==> src/rtl/local_energy_accum.sv <==
// Chunked local-energy engine: E_i = s_i * (sum_j J_ij*s_j + h_i*scale_i), weights streamed PARALLELISM per beat.
// Define ENERGY_SATURATE_EN to clamp out-of-range results; otherwise they wrap (overflow_o flags both). scale_i is an unsigned magnitude.
module local_energy_accum #(
  parameter int BITJ             = 4,
  parameter int BITH             = 4,
  parameter int DATASPIN         = 256,
  parameter int SCALING_BIT      = 5,
  parameter int LOCAL_ENERGY_BIT = 16,
  parameter int PARALLELISM      = 16
) (
  input  logic                          clk_i,
  input  logic                          rst_ni,
  input  logic                          flush_i,
  input  logic                          start_valid_i,
  output logic                          start_ready_o,
  input  logic [DATASPIN-1:0]           spin_vector_i,
  input  logic                          current_spin_i,
  input  logic [BITH-1:0]               hbias_i,
  input  logic [SCALING_BIT-1:0]        hscaling_i,
  input  logic                          weight_valid_i,
  output logic                          weight_ready_o,
  input  logic [PARALLELISM*BITJ-1:0]   weight_i,
  output logic                          energy_valid_o,
  input  logic                          energy_ready_i,
  output logic [LOCAL_ENERGY_BIT-1:0]   energy_o,
  output logic                          busy_o,
  output logic                          overflow_o
);

  localparam int NUM_BEATS = DATASPIN / PARALLELISM;
  localparam int CNT_W     = $clog2(NUM_BEATS + 1);
  localparam int SUM_W     = BITJ + $clog2(DATASPIN);
  localparam int BIAS_W    = BITH + SCALING_BIT;
  localparam int ACC_W     = ((SUM_W > BIAS_W) ? SUM_W : BIAS_W) + 2;
  localparam int FIT_W     = (ACC_W > LOCAL_ENERGY_BIT) ? ACC_W : LOCAL_ENERGY_BIT;

  localparam logic signed [FIT_W-1:0] E_MAX =
    {{(FIT_W-LOCAL_ENERGY_BIT+1){1'b0}}, {(LOCAL_ENERGY_BIT-1){1'b1}}};
  localparam logic signed [FIT_W-1:0] E_MIN =
    {{(FIT_W-LOCAL_ENERGY_BIT+1){1'b1}}, {(LOCAL_ENERGY_BIT-1){1'b0}}};

  if (DATASPIN % PARALLELISM != 0) begin : g_param_check
    $fatal(1, "DATASPIN must be a multiple of PARALLELISM");
  end

  typedef enum logic [1:0] {S_IDLE, S_ACCUM, S_FINAL, S_DONE} state_e;

  state_e                        state_q, state_d;
  logic [DATASPIN-1:0]           spin_q, spin_d;
  logic                          cur_spin_q, cur_spin_d;
  logic [BITH-1:0]               hbias_q, hbias_d;
  logic [SCALING_BIT-1:0]        hscale_q, hscale_d;
  logic signed [ACC_W-1:0]       acc_q, acc_d;
  logic [CNT_W-1:0]              cnt_q, cnt_d;
  logic [LOCAL_ENERGY_BIT-1:0]   energy_q, energy_d;
  logic                          ovf_q, ovf_d;

  logic signed [ACC_W-1:0]       beat_sum;
  logic signed [ACC_W-1:0]       bias_term;
  logic signed [ACC_W-1:0]       sum_pre;
  logic signed [ACC_W-1:0]       total;
  logic signed [FIT_W-1:0]       fit_val;
  logic [LOCAL_ENERGY_BIT-1:0]   fitted;
  logic                          fit_ovf;

  // Spins are consumed from the low end; spin_q shifts down one chunk per beat.
  always_comb begin
    beat_sum = '0;
    for (int k = 0; k < PARALLELISM; k++) begin
      if (spin_q[k]) beat_sum = beat_sum + ACC_W'(signed'(weight_i[k*BITJ +: BITJ]));
      else           beat_sum = beat_sum - ACC_W'(signed'(weight_i[k*BITJ +: BITJ]));
    end
  end

  assign bias_term = ACC_W'(signed'(hbias_q)) * $signed({{(ACC_W-SCALING_BIT){1'b0}}, hscale_q});
  assign sum_pre   = acc_q + bias_term;
  assign total     = cur_spin_q ? sum_pre : -sum_pre;
  assign fit_val   = FIT_W'(total);

  always_comb begin
    fit_ovf = (fit_val > E_MAX) || (fit_val < E_MIN);
`ifdef ENERGY_SATURATE_EN
    if (fit_val > E_MAX)      fitted = E_MAX[LOCAL_ENERGY_BIT-1:0];
    else if (fit_val < E_MIN) fitted = E_MIN[LOCAL_ENERGY_BIT-1:0];
    else                      fitted = fit_val[LOCAL_ENERGY_BIT-1:0];
`else
    fitted = fit_val[LOCAL_ENERGY_BIT-1:0];
`endif
  end

  // NOTE: every output and _d is given a default before the case so no latch is inferred.
  always_comb begin
    state_d        = state_q;
    spin_d         = spin_q;
    cur_spin_d     = cur_spin_q;
    hbias_d        = hbias_q;
    hscale_d       = hscale_q;
    acc_d          = acc_q;
    cnt_d          = cnt_q;
    energy_d       = energy_q;
    ovf_d          = ovf_q;
    start_ready_o  = 1'b0;
    weight_ready_o = 1'b0;
    if (flush_i) begin
      state_d = S_IDLE;
    end else begin
      case (state_q)
        S_IDLE: begin
          start_ready_o = 1'b1;
          if (start_valid_i) begin
            spin_d     = spin_vector_i;
            cur_spin_d = current_spin_i;
            hbias_d    = hbias_i;
            hscale_d   = hscaling_i;
            acc_d      = '0;
            cnt_d      = '0;
            state_d    = S_ACCUM;
          end
        end
        S_ACCUM: begin
          weight_ready_o = 1'b1;
          if (weight_valid_i) begin
            acc_d  = acc_q + beat_sum;
            spin_d = spin_q >> PARALLELISM;
            cnt_d  = cnt_q + CNT_W'(1);
            if (cnt_q == CNT_W'(NUM_BEATS - 1)) state_d = S_FINAL;
          end
        end
        S_FINAL: begin
          energy_d = fitted;
          ovf_d    = fit_ovf;
          state_d  = S_DONE;
        end
        S_DONE: begin
          if (energy_ready_i) state_d = S_IDLE;
        end
        default: state_d = S_IDLE;
      endcase
    end
  end

  // NOTE: state registers use non-blocking assignments; combinational blocks above use blocking.
  always_ff @(posedge clk_i or negedge rst_ni) begin
    if (!rst_ni) begin
      state_q    <= S_IDLE;
      // NOTE: the wide spin register is reset too, so no stale operand is visible after reset.
      spin_q     <= '0;
      cur_spin_q <= 1'b0;
      hbias_q    <= '0;
      hscale_q   <= '0;
      acc_q      <= '0;
      cnt_q      <= '0;
      energy_q   <= '0;
      ovf_q      <= 1'b0;
    end else begin
      state_q    <= state_d;
      spin_q     <= spin_d;
      cur_spin_q <= cur_spin_d;
      hbias_q    <= hbias_d;
      hscale_q   <= hscale_d;
      acc_q      <= acc_d;
      cnt_q      <= cnt_d;
      energy_q   <= energy_d;
      ovf_q      <= ovf_d;
    end
  end

  assign energy_valid_o = (state_q == S_DONE);
  assign busy_o         = (state_q != S_IDLE);
  assign energy_o       = energy_q;
  assign overflow_o     = ovf_q;

endmodule

==> config.mk <==
export PLATFORM = sky130hd
export DESIGN_NAME = local_energy_accum
export DESIGN_NICKNAME = d
export VERILOG_FILES = /design/src/rtl/local_energy_accum.sv
export SDC_FILE = /design/constraint.sdc
export NUM_CORES = 1
export LEC_CHECK = 0
export BUFFER_PORTS_ARGS = -buffer_cell sky130_fd_sc_hd__buf_2
export CAP_MARGIN = 20
export CORE_ASPECT_RATIO = 1.1
export CORE_MARGIN = 2
export CORE_UTILIZATION = 39
export CTS_BUF_LIST = sky130_fd_sc_hd__clkbuf_16
export DETAILED_ROUTE_END_ITERATION = 6
export PLACE_DENSITY = 0.7
export SLEW_MARGIN = 15
export SYNTH_ARGS = -nofsm -noshare
export SYNTH_HDL_FRONTEND = slang
export SYNTH_SLANG_ARGS = --single-unit
==> constraint.sdc <==
create_clock -name clk_i -period 10.9 [get_ports clk_i]
set_input_delay 1.635 -clock clk_i [delete_from_list [all_inputs] [get_ports clk_i]]
set_output_delay 1.635 -clock clk_i [all_outputs]
set_load 0.05 [all_outputs]
==> results.toml, run 1 <==
[die]
floorplan.initialDensity = 0.395
die-area_mm2 = 0.0652
ioPinCount = 357
placeableCoreArea_mm2 = 0.0625
die_y_um = 268
die_w_um = 244
core.rowCount = 96

[logic_synthesis]
synthArstFlopShare = 1.00
syn_area_mm2 = 0.0246
synthDistinctLibCells = 63
postSynth.topFlopCell = "sky130_fd_sc_hd__dfrtp_1"
mappedNetlistNets = 3382
synth-warning-count = 0
mapped_avg_cell_area_um2 = 9.08
post_synth_inst_count = 2713
postSynthRegisterBits = 301
post_synthesis_sequential_area_ratio = 0.306
netlist.area_leader.share = 0.306
synth.largest_area_cell = "sky130_fd_sc_hd__dfrtp_1"
synthTopCellsByArea = "sky130_fd_sc_hd__dfrtp_1, sky130_fd_sc_hd__ha_1, sky130_fd_sc_hd__xnor2_1"
synth_enable_flop_cells = 0

[routing]
drt_pre_antenna_iters = 7
wl_met2_um = 34200
antenna_left = 0
met1_wl_um = 28200
drc = 5
route.final.wire_length_um = 70000
detailedRoute.firstIterationViolations = 1274
wire_length_per_cell_after_detailed_routing_um = 16.8
met3RoutedLength_um = 5100
dr_total_vias = 21700
top_signal_layer_used = "met5"
via_per_inst = 5.19

[cts]
root_buffer = "sky130_fd_sc_hd__clkbuf_16"
cts.path.max_buffers = 3
clk_pin_slew_worst_paths_ns = 0.06
cts.sinks = 301
htreeDepth = 2
cts_tree = "built"
tritoncts.num_buffers = 36
clk_latency_ns = 0.56
postCtsHoldBufs = 0

[placed_design]
dpl_worst_slack_ns = -2.84
place_congestion = 0.844
dp_hpwl_um = 53600
placed_area_mm2 = 0.0293
io_buffer_count = 355

[critical_path]
critical_path.startpoint_type = "input pin"
setup.worst_path.end_class = "register"
count_of_cells_along_the_worst_register_to_register_path = 58
critical_path.max_stage_delay_ns = 0.40
cp.arrival_ns = 13.63
critical_path_required_ns = 11.35
critPathSlowestCell = "sky130_fd_sc_hd__or3_4"
critPathMaxFanout = 5
critical_path_class = "in -> reg"
crit_top_cell = "sky130_fd_sc_hd__ha_1"
reg2reg_slack_ns = -1.26

[layout]
final_design_area_no_fill_mm2 = 0.0316
drive_above_1_share = 0.279
layout_overhead_on_the_synthesized_area_pct = 28.2
ff_latch_area_mm2 = 0.00753
fill_cells = 5795
multi_input_area_mm2 = 0.0164
finalNetCount = 3975

[timing]
final_min_period_over_clock_period = 1.21
final.setup_skew_ns = 0.0294
grt_setup_unrepaired = "yes"
max_freq_mhz = 75.9
post-route-min-period_ns = 13.17
setup-violations-final = 12
least_margin_pin_slew_ns = 1.03
worst_slack_ns = -2.27
final_hold_viol_count = 0
timing.slew.headroom = 0.315
hold_ws_ns = 0.473
maxSlewViolCount = 0

[grt]
grt.total_usage = 0.207
largest_net_degree_at_the_start_of_global_routing = 111
grt_overflow = 0
grt_pass1_vias = 21300
antenna_found_initial = 27
grt_first_pass_wirelength_um = 109000

[run_status]
violations = "design-rule violations, negative setup slack"
outcome = "finished, violations left"

[hold_path]
min-delay-path-class = "reg -> reg"
hold_path_depth = 2

[flow_run]
drv_cap = 0
[critical path: cells and delay by family]
kind / cells / cell delay [ns]
AO/OA/AOI/OAI: 12 / 1.79
buffers and inverters: 4 / 0.48
XOR/XNOR: 17 / 2.55
AND/OR/NAND/NOR: 9 / 1.77
adder cells (fa/ha/maj): 17 / 5.42
[final timing paths]
kind | start | to
worst max-delay path | weight_i[4] | acc_q[13]$_DFFE_PN0P_
worst min-delay path | energy_o[4]$_DFFE_PN0P_ | energy_o[4]$_DFFE_PN0P_
worst min register to register | energy_o[4]$_DFFE_PN0P_ | energy_o[4]$_DFFE_PN0P_
min in group asynchronous | rst_ni | spin_q[135]$_DFFE_PN0P_
max in group asynchronous | rst_ni | spin_q[4]$_DFFE_PN0P_
worst max register to register | spin_q[1]$_DFFE_PN0P_ | acc_q[13]$_DFFE_PN0P_
[cell usage in the layout (no fill, tap or decap), types with 144 or more instances in the layout]
| master | instances |
|---|---|
| sky130_fd_sc_hd__buf_2 | 351 |
| sky130_fd_sc_hd__inv_1 | 307 |
| sky130_fd_sc_hd__dfrtp_1 | 301 |
| sky130_fd_sc_hd__buf_4 | 295 |
| sky130_fd_sc_hd__ha_1 | 284 |
| sky130_fd_sc_hd__nand2_1 | 221 |
| sky130_fd_sc_hd__o21ai_0 | 193 |
| sky130_fd_sc_hd__xnor2_1 | 158 |
| sky130_fd_sc_hd__nor2_1 | 146 |
| sky130_fd_sc_hd__mux2i_1 | 144 |
[flip-flops by register name (all words and copies together), names as in the netlist]
name,flops
acc_q,14
cnt_q,5
cur_spin_q,1
energy_o,14
hbias_q,4
hscale_q,5
spin_q,256
state_q,2
[repair_timing]
action / in CTS / in global routing
pin swaps: 69 / 125
setup buffers: 21 / 21
endpoints found under the setup margin: 13 / 13
gates resized for setup: 56 / 103
endpoints found under the hold margin: 0 / 0
[kinds of logic (layout without fill, tap and decap cells)]
kind of cell / count (synthesis) / count (layout) / synth area share
compound gates: 733 / 733 / 0.200
simple gates: 513 / 513 / 0.0898
buf+inv: 423 / 1043 / 0.0673
fa+ha+maj: 333 / 333 / 0.178
flops: 301 / 301 / 0.306
xor+xnor: 235 / 235 / 0.0858
mux: 174 / 174 / 0.0736
other cells: 1 / 10 / 0.000152
[Yosys cell counts, drive strengths merged (59+ instances only)]
cell type	number
dfrtp	301
o21bai	68
xnor2	173
nor2	156
nand2	225
clkbuf	88
ha	303
inv	309
o21ai	226
a222oi	111
a21oi	181
xor2	59
mux2i	147
[through the flow]
stage | setup TNS, ns | utilization | cells
4_1_cts | -14.48 | 0.495 | 4147
2_1_floorplan | -9.84 | - | 2713
5_1_grt | -20.75 | 0.506 | 4171
3_5_place_dp | -23.46 | 0.469 | 4064
6_report | -14.68 | 0.506 | 4175
3_3_place_gp | -21.62 | 0.469 | 4064
[cell type report]
class                   count  share of cell area
flip-flops and latches    301               0.238
well taps                 833              0.0330
inverters                 310              0.0374
multi-input cells        1989               0.518
repair buffers            668               0.134
diodes                      9            0.000713
clock inverters            29             0.00955
clock buffers              36              0.0285
[per-layer routing]
metal  track usage  up-vias
met3        0.0617      147
met1         0.239    10200
met5             0        -
li1              -    10800
met4        0.0694       30
met2         0.365      530
Power of run 1 is left out: the tool's default activity adds up to more than one toggle a clock period on the data nets, which glitch-free logic cannot reach.
==> run 2, diff against run 1 <==
- PLACE_DENSITY: 0.7 -> 0.68
- SETUP_SLACK_MARGIN: unset -> 0.4
- clock period: 10.9 -> 15.4 ns (I/O delays scaled with it)
==> run 2 against run 1 <==
Against the previous run: the flow finishes with violations (design-rule violations); first-iteration DRC count increased by 12%; final cell count decreased by 7.1%; clock-buffer cell count increased by 1; sequential share of layout area increased by 2.7 points; critical path depth decreased by 3; sequential cell count unchanged; global-route usage decreased by 1.3 points; clock skew increased by 0.0036 ns.
==> results.toml, run 2 (synthesized netlist as in run 1, its figures left out) <==
[layout]
finalNetCount = 3677
flip_flop_count_of_the_largest_register_all_copies_and_words_added = 256
drive_above_1_share = 0.159
most-common-layout-cells = "sky130_fd_sc_hd__buf_2, sky130_fd_sc_hd__inv_1, sky130_fd_sc_hd__ha_1"
fill_cells = 6069
most_flop_heavy_register = "spin_q"
post_layout_nonfiller_instances = 3880
ff_latch_area_mm2 = 0.00753
multi_input_area_mm2 = 0.0155
layout_overhead_on_the_synthesized_area_pct = 15.1
layout_commonest_cell = "sky130_fd_sc_hd__buf_2"
final_design_area_no_fill_mm2 = 0.0284

[timing]
final.setup_skew_ns = 0.0330
least_margin_pin_slew_ns = 1.05
final_min_period_over_clock_period = 0.918
grt_setup_unrepaired = "no"
maxSlewViolCount = 0
final_hold_viol_count = 0
tns_ns = 0
timing.slew.headroom = 0.299
post-route-min-period_ns = 14.13
max_freq_mhz = 70.8
setup-violations-final = 0

[grt]
grt_pass1_vias = 19100
grt_overflow = 0
antenna_found_initial = 31
grt.total_usage = 0.194
largest_net_degree_at_the_start_of_global_routing = 123
grt_first_pass_wirelength_um = 101000

[critical_path]
setup.worst_path.end_class = "register"
crit_top_cell = "sky130_fd_sc_hd__ha_1"
critPathMaxFanout = 4
critical_path.max_stage_delay_ns = 0.61
critPathSlowestCell = "sky130_fd_sc_hd__fa_2"
critical-path-top-delay-family = "adder cells"
crit_buf_inv = 3
critical_path_required_ns = 15.85
critical_path_class = "in -> reg"
cp.arrival_ns = 14.58
critical_path.startpoint_type = "input pin"

[routing]
via_per_inst = 5.17
drt_pre_antenna_iters = 7
dr_total_vias = 20000
antenna_left = 0
wire_length_per_cell_after_detailed_routing_um = 16.8
detailedRoute.firstIterationViolations = 1423
route.final.wire_length_um = 65300
drc = 47

[placed_design]
place_congestion = 0.851
placed_area_mm2 = 0.0271
io_buffer_count = 355
dp_hpwl_um = 51600
placedCellCount = 3800

[die]
placeableCoreArea_mm2 = 0.0625
floorplan.initialDensity = 0.395
die_w_um = 244
die-area_mm2 = 0.0652
die_y_um = 268
core.rowCount = 96
ioPinCount = 357

[flow_run]
drv_cap = 0

[cts]
cts.sinks = 301
tritoncts.num_buffers = 37
htreeDepth = 2
clk_pin_slew_worst_paths_ns = 0.06
cts_tree = "built"
root_buffer = "sky130_fd_sc_hd__clkbuf_16"
clk_latency_ns = 0.57
cts.path.max_buffers = 3
postCtsHoldBufs = 0

[hold_path]
min-delay-path-class = "reg -> reg"

[run_status]
violations = "design-rule violations"
outcome = "finished, violations left"
## run 2: metal layers
metal  share of wire  global-route usage  vias up  routed length (um)
li1                -                   -    10200                   -
met1            0.44               0.247     9304               28500
met2            0.47               0.328      423               30600
met3           0.067              0.0523       95                4400
met4           0.023              0.0489       32                1530
met5          0.0027                   0        -                 175
## run 2: worst reg2reg max path: cells and delay by family (launching register included)
kind	cells	cell delay, ns
buffers and inverters	1	0.06
AO/OA/AOI/OAI	17	2.77
XOR/XNOR	10	1.79
AND/OR/NAND/NOR	8	0.87
multiplexers	1	0.42
flip-flops	1	0.52
adder cells (fa/ha/maj)	16	6.07
## run 2: path summary, 6_finish.rpt
| path | startpoint | end | slack, ns | depth (start not counted) |
|---|---|---|---|---|
| setup / recovery | weight_i[4] | acc_q[13]$_DFFE_PN0P_ | 1.27 | 56 |
| hold / removal | energy_o[10]$_DFFE_PN0P_ | energy_o[10]$_DFFE_PN0P_ | 0.47 | 2 |
| min in group asynchronous | rst_ni | spin_q[193]$_DFFE_PN0P_ | 1.84 | 1 |
| max in group asynchronous | rst_ni | spin_q[21]$_DFFE_PN0P_ | 11.27 | 3 |
| hold reg to reg | energy_o[10]$_DFFE_PN0P_ | energy_o[10]$_DFFE_PN0P_ | 0.47 | 2 |
| setup reg to reg | spin_q[1]$_DFFE_PN0P_ | acc_q[13]$_DFFE_PN0P_ | 2.80 | 53 |
## run 2: layout make-up
type | count | share of cell area
multi-input combinational | 1989 | 0.548
inverter | 310 | 0.0410
tap | 833 | 0.0367
clock buffer | 37 | 0.0326
antenna | 13 | 0.00115
timing repair buffer | 369 | 0.0667
clock inverter | 28 | 0.00834
sequential | 301 | 0.266
## run 2: stage by stage
step	setup slack, ns	hold WS (ns)	util
6_report	1.27	0.471	0.454
4_1_cts	1.08	0.478	0.453
5_1_grt	0.450	0.500	0.454
3_3_place_gp	0.591	0.457	0.434
2_1_floorplan	1.63	0.450	-
3_5_place_dp	0.504	0.466	0.434
## run 2: timing repair
item / 4_1_cts / 5_1_grt
gates resized for setup: 0 / 14
setup endpoints to repair: 0 / 1
buffers inserted: 0 / 2
Power of run 2 is left out for the same reason.
